$ cat src/rtl/alu_shift_unit_pkg.sv
// Shared op codes and helpers for the pipelined shift/rotate unit.
package alu_shift_unit_pkg;

  localparam int unsigned OP_WIDTH = 3;

  localparam logic [OP_WIDTH-1:0] OP_ROR  = 3'd0;
  localparam logic [OP_WIDTH-1:0] OP_ROL  = 3'd1;
  localparam logic [OP_WIDTH-1:0] OP_SHR  = 3'd2;
  localparam logic [OP_WIDTH-1:0] OP_SHL  = 3'd3;
  localparam logic [OP_WIDTH-1:0] OP_SHRA = 3'd4;

  function automatic logic op_is_legal(input logic [OP_WIDTH-1:0] op);
    return op <= OP_SHRA;
  endfunction

endpackage

$ cat src/rtl/alu_shift_stage.sv
// Combinational barrel slice: applies count bits [HI_BIT:LO_BIT] for the given op.
module alu_shift_stage
  import alu_shift_unit_pkg::*;
#(
  parameter int unsigned DATA_WIDTH = 32,
  parameter int unsigned LO_BIT     = 0,
  parameter int unsigned HI_BIT     = 0
) (
  input  logic [OP_WIDTH-1:0]      op,
  input  logic [DATA_WIDTH-1:0]    data_in,
  input  logic [HI_BIT-LO_BIT:0]   cnt,
  output logic [DATA_WIDTH-1:0]    data_out
);

  localparam int unsigned NBITS = HI_BIT - LO_BIT + 1;

  logic [DATA_WIDTH-1:0] chain [NBITS+1];

  assign chain[0] = data_in;
  assign data_out = chain[NBITS];

  // One conditional fixed-distance step per count bit; illegal ops pass through.
  for (genvar g = 0; g < NBITS; g++) begin : g_bit
    localparam int unsigned AMT = 1 << (LO_BIT + g);
    logic [DATA_WIDTH-1:0] x;
    logic [DATA_WIDTH-1:0] y;

    assign x = chain[g];

    always_comb begin
      y = x;
      if (cnt[g]) begin
        case (op)
          OP_ROR:  y = (x >> AMT) | (x << (DATA_WIDTH - AMT));
          OP_ROL:  y = (x << AMT) | (x >> (DATA_WIDTH - AMT));
          OP_SHR:  y = x >> AMT;
          OP_SHL:  y = x << AMT;
          OP_SHRA: y = $unsigned($signed(x) >>> AMT);
          default: y = x;
        endcase
      end
    end

    assign chain[g+1] = y;
  end

endmodule

$ cat src/rtl/alu_shift_unit.sv
// Two-stage pipelined shift/rotate unit with valid/ready handshake and carry/zero/error flags.
module alu_shift_unit
  import alu_shift_unit_pkg::*;
#(
  parameter int unsigned DATA_WIDTH  = 32,
  parameter int unsigned SHAMT_WIDTH = $clog2(DATA_WIDTH)
) (
  input  logic                   clk,
  input  logic                   reset,
  input  logic                   in_valid,
  output logic                   in_ready,
  input  logic [OP_WIDTH-1:0]    in_op,
  input  logic [DATA_WIDTH-1:0]  in_data,
  input  logic [SHAMT_WIDTH-1:0] in_shamt,
  output logic                   out_valid,
  input  logic                   out_ready,
  output logic [DATA_WIDTH-1:0]  out_data,
  output logic                   out_carry,
  output logic                   out_zero,
  output logic                   out_err
);

  localparam int unsigned SPLIT = SHAMT_WIDTH / 2;

  logic                   s1_valid;
  logic [OP_WIDTH-1:0]    s1_op;
  logic [SHAMT_WIDTH-1:0] s1_shamt;
  logic [DATA_WIDTH-1:0]  s1_orig;
  logic [DATA_WIDTH-1:0]  s1_data;
  logic [DATA_WIDTH-1:0]  s1_next;
  logic [DATA_WIDTH-1:0]  s2_next;
  logic                   adv1;
  logic                   adv2;
  logic                   carry_c;
  logic                   err_c;
  logic [SHAMT_WIDTH-1:0] lo_idx;
  logic [SHAMT_WIDTH-1:0] hi_idx;

  assign adv2     = !out_valid || out_ready;
  assign adv1     = !s1_valid || adv2;
  assign in_ready = adv1;

  alu_shift_stage #(
    .DATA_WIDTH (DATA_WIDTH),
    .LO_BIT     (SPLIT),
    .HI_BIT     (SHAMT_WIDTH - 1)
  ) u_stage_hi (
    .op       (in_op),
    .data_in  (in_data),
    .cnt      (in_shamt[SHAMT_WIDTH-1:SPLIT]),
    .data_out (s1_next)
  );

  alu_shift_stage #(
    .DATA_WIDTH (DATA_WIDTH),
    .LO_BIT     (0),
    .HI_BIT     (SPLIT - 1)
  ) u_stage_lo (
    .op       (s1_op),
    .data_in  (s1_data),
    .cnt      (s1_shamt[SPLIT-1:0]),
    .data_out (s2_next)
  );

  // Carry picks the last bit to leave the word; n-1 and W-n wrap naturally in SHAMT_WIDTH bits.
  always_comb begin
    carry_c = 1'b0;
    err_c   = !op_is_legal(s1_op);
    lo_idx  = s1_shamt - SHAMT_WIDTH'(1);
    hi_idx  = SHAMT_WIDTH'(0) - s1_shamt;
    if (s1_shamt != '0) begin
      case (s1_op)
        OP_ROR:  carry_c = s2_next[DATA_WIDTH-1];
        OP_ROL:  carry_c = s2_next[0];
        OP_SHR:  carry_c = s1_orig[lo_idx];
        OP_SHRA: carry_c = s1_orig[lo_idx];
        OP_SHL:  carry_c = s1_orig[hi_idx];
        default: carry_c = 1'b0;
      endcase
    end
  end

  always_ff @(posedge clk) begin
    if (reset) begin
      s1_valid  <= 1'b0;
      s1_op     <= '0;
      s1_shamt  <= '0;
      s1_orig   <= '0;
      s1_data   <= '0;
      out_valid <= 1'b0;
      out_data  <= '0;
      out_carry <= 1'b0;
      out_zero  <= 1'b0;
      out_err   <= 1'b0;
    end else begin
      if (adv1) begin
        s1_valid <= in_valid;
        if (in_valid) begin
          s1_op    <= in_op;
          s1_shamt <= in_shamt;
          s1_orig  <= in_data;
          s1_data  <= s1_next;
        end
      end
      if (adv2) begin
        out_valid <= s1_valid;
        if (s1_valid) begin
          out_data  <= s2_next;
          out_carry <= carry_c;
          out_zero  <= (s2_next == '0);
          out_err   <= err_c;
        end
      end
    end
  end

endmodule
$ cat config.mk
export PLATFORM = sky130hd
export DESIGN_NAME = alu_shift_unit
export DESIGN_NICKNAME = d
export VERILOG_FILES = /design/src/rtl/alu_shift_unit_pkg.sv /design/src/rtl/alu_shift_stage.sv /design/src/rtl/alu_shift_unit.sv
export SDC_FILE = /design/constraint.sdc
export NUM_CORES = 1
export LEC_CHECK = 0
export CAP_MARGIN = 20
export CORE_MARGIN = 2
export CORE_UTILIZATION = 32
export CTS_CLUSTER_SIZE = 24
export DETAILED_ROUTE_END_ITERATION = 7
export DONT_BUFFER_PORTS = 1
export HOLD_SLACK_MARGIN = 0.05
export PLACE_DENSITY_LB_ADDON = 0.15
export SLEW_MARGIN = 20
export SYNTH_ARGS = -nofsm -noshare
export SYNTH_HDL_FRONTEND = slang
export SYNTH_HIERARCHICAL = 1
export SYNTH_SLANG_ARGS = --single-unit
$ cat constraint.sdc
create_clock -name clk -period 4.2 [get_ports clk]
set_clock_uncertainty 0.05 [all_clocks]
set_input_delay 0.42 -clock clk [delete_from_list [all_inputs] [get_ports clk]]
set_output_delay 0.42 -clock clk [all_outputs]
set_load 0.03 [all_outputs]
==> summary.txt <==
Drt
  – DRT antenna net count: 0
  – Via count: 9,298
  – DR vias/cell: 6.37
  – DRC violations left: 0
  – Drt total wl: 34,100 um
  – Pre-antenna DRT Iters: 5
  – Routed len/inst: 23.4 um
  – Initial DRC Count: approximately 960

Synthesis
  – Fraction of registers with async set/reset: 0%
  – Syn avg cell area: 7.41 um2
  – Mapped Area: 8830 um2
  – #FFs+latches synth: about 110
  – Synth Flop Type: dfxtp_1
  – Post-synthesis sequential area ratio: 24.7%
  – Mapped Cells: 1,191
  – Ys Warns: 6
  – Synth cell types: 80
  – Post-synth EDFFs: 0
  – Syn_nets: 1,237

CTS
  – CTS clk-pin slew, worst paths: 0.08 ns
  – Clk_lat worst skew: 0.37 ns
  – Hold-fix buffers, CTS: 0
  – CTS root buf: clkbuf_16
  – Post-CTS setup buffers: 0
  – CTS tree: yes
  – Htree depth: 3
  – Maximum clock insertion buffer count: 2
  – Sink Count: 109
  – CTS resizes: 0
  – CTS buffer count: 9

Floorplan
  – IO Count: 81
  – Row count: 60
  – Initial Utilization: 32.7%
  – Width of the die: 170 um
  – Full die area: 28,900 um2
  – Die Height: about 170 um
  – Core Area: 27,000 um2

Setup path
  – Largest fanout on the critical path: 22
  – R2R setup slack: 0.96 ns
  – Worst-path cell chain: o21ai_2 -> nand2_1 -> o21ai_0 -> a221o_1 -> nor4_1 -> nand4_1 -> nor3_1 -> a21oi_1 -> nor2_1
  – CP peak stage delay: 0.88 ns
  – Number of cells on the worst reg-to-reg path: 9
  – WP buf/inv: 0
  – Crit Path Class: register to register
  – Largest delay contributor family on the critical path: simple AND/OR/NAND/NOR gates
  – Slowest CP cell: dfxtp_1
  – Worst reg2reg path startpoint: s1_op[2]
  – Nature of the critical path endpoint: register
  – Reg2reg end: out_zero
  – Worst setup SP type: register
  – Required time of the critical path: 4.46 ns
  – Crit path DAT: roughly 3.5 ns

STA
  – Hold slack: 0.0754 ns
  – Final worst-path cycle share: 77.0%
  – Fin crit period: 3.24 ns
  – Setup TNS: 0 ns
  – Worst-Margin Slew: 1.01 ns
  – Slew Limit Fails: 0
  – Final Setup Violations: 0
  – Fmax: 309 MHz
  – Final count of hold timing violations: 0
  – Slew headroom: 32.3%
  – RSZ-0062 raised after global routing: false

Place
  – I/O Buffers: 0
  – Global placement routability congestion: just under 1
  – Detailed placement HPWL: between 20,000 and 25,000 um
  – Placed Area: 8960 um2

Power and ir drop
  – Pleak: 0.00310 uW
  – Worst-case vdd ir drop: around 0.00016 V
  – PD cells: 313 nW/um2
  – Net Switching: 1060 uW
  – P_int: 1830 uW
  – Part of the power in registers: 41.6%
  – Clock power share: 30.1%
  – Comb pwr share: 28.3%
  – Total power draw: 2890 uW
  – Sw Ratio: 36.7%

Layout
  – Share of cells above drive strength 1: 8.85%
  – Most used cells in the layout excluding fill and tap cells: nand2_1, a21oi_1, dfxtp_1
  – Layout Cell Area excl Fill: 9240 um2
  – Area Overhead vs Synth: 4.71%
  – Commonest non-fill, non-tap cell in the layout: nand2_1
  – Ant. Diodes: 0
  – Final nets: 1,160

GRT
  – Initial antenna violation count: 0
  – Gr usage total: 23.3%
  – First-pass GRT wire length: ~53,000 um
  – Number of global-route vias before repair: 8,755
  – Global route total overflow: 0
  – Largest net degree at the start of global routing: 110

Min path
  – Worst min path class: primary input to register
  – Hold path startpoint: reset
  – Hold Path Sink: out_err
  – WHS Path Cells: 1

Flow run
  – Max Cap Viol: 0

Status
  – Status: finished, final reports clean
==> registers in the layout, summed over array words and instances (netlist names) <==
register	count
out_data	32
s1_data	32
s1_orig	32
out_valid	1
out_zero	1
s1_shamt	5
out_carry	1
s1_valid	1
out_err	1
s1_op	3
==> Yosys cell counts, types with 10 or more instances <==
master	instances	area (um2)
a211o_1	11	96.3
a21o_1	14	105
a21oi_1	151	756
a221oi_1	18	158
a22o_1	13	114
a22oi_1	14	105
and2_1	13	81.3
buf_2	21	105
clkbuf_1	79	297
dfxtp_1	109	2180
inv_1	16	60.1
mux2_2	13	146
mux2i_1	46	460
mux4_2	12	270
nand2_1	252	946
nand2b_1	12	75.1
nor2_1	42	158
nor3_1	12	60.1
nor4_1	10	62.6
o2111ai_1	17	149
o211ai_1	31	233
o21ai_0	69	345
o221ai_1	25	219
o22ai_1	27	169
o2bb2ai_1	14	123
or3b_2	11	96.3
==> routing by layer <==
layer  GRT usage (%)  part of all wire [%]  vias up  wire (um)
met5               0                     0        -          0
met2            36.4                    44      449      14900
met4            5.95                   2.3        0        784
met3            5.56                   8.3       56       2840
met1            32.3                    46     4457      15600
li1                -                     -     4336          -
==> cell families (layout without fill, tap and decap cells) <==
kind of cell             after synthesis  in the layout  synth area share (%)
AO/OA/AOI/OAI                        480            480                  36.9
flip-flops                           109            109                  24.7
buffers and inverters                129             57                  6.38
XOR/XNOR                               4              4                 0.610
multiplexers                          76             76                  11.3
adder cells (fa/ha/maj)                2              2                 0.283
AND/OR/NAND/NOR                      391            391                  19.8
==> final cells by class <==
class	count	area (um2)
Fill cell	2972	17800
Multi-Input combinational cell	953	6090
Sequential cell	109	2180
Tap cell	341	427
Clock buffer	10	229
Timing Repair Buffer	24	193
Inverter	17	63.8
Clock inverter	6	55.1
==> through the flow <==
stage | cells | setup slack, ns | utilization [%]
global placement | 1444 | 0.962 | 33.2
CTS | 1460 | 0.984 | 34.2
detailed placement | 1444 | 1.01 | 33.2
floorplan | 1191 | 1.49 | -
finish | 1460 | 0.965 | 34.2
global route | 1460 | 0.701 | 34.2
==> worst register-to-register path: stages (launching register included) <==
cell and delay, ns:
dfxtp_1 0.88, o21ai_2 0.22, nand2_1 0.57, o21ai_0 0.30, a221o_1 0.43, nor4_1 0.26
nand4_1 0.13, nor3_1 0.20, a21oi_1 0.06, nor2_1 0.09
==> power by group through the flow <==
| stage | clock [uW] | combinational [uW] | sequential (uW) |
|---|---|---|---|
| after floorplan | 0 | 653 | 1190 |
| after global placement | 0 | 806 | 1230 |
| after detailed placement | 0 | 800 | 1230 |
| after CTS | 895 | 804 | 1200 |
| after global routing | 940 | 894 | 1220 |
| final | 870 | 819 | 1200 |
==> how the worst max path moves through the flow <==
| stage | slack [ns] | depth (start not counted) | to | startpoint |
|---|---|---|---|---|
| 3_3_place_gp | 0.96 | 8 | out_zero | s1_op[2] |
| 4_1_cts | 0.98 | 8 | out_zero | s1_op[2] |
| 5_1_grt | 0.70 | 9 | out_zero | s1_op[2] |
| 6_report | 0.96 | 9 | out_zero | s1_op[2] |
| 3_5_place_dp | 1.01 | 8 | out_zero | s1_op[2] |
| 2_1_floorplan | 1.49 | 9 | out_carry | s1_shamt[0] |
Note: power is estimated with default switching activity, not from simulation.
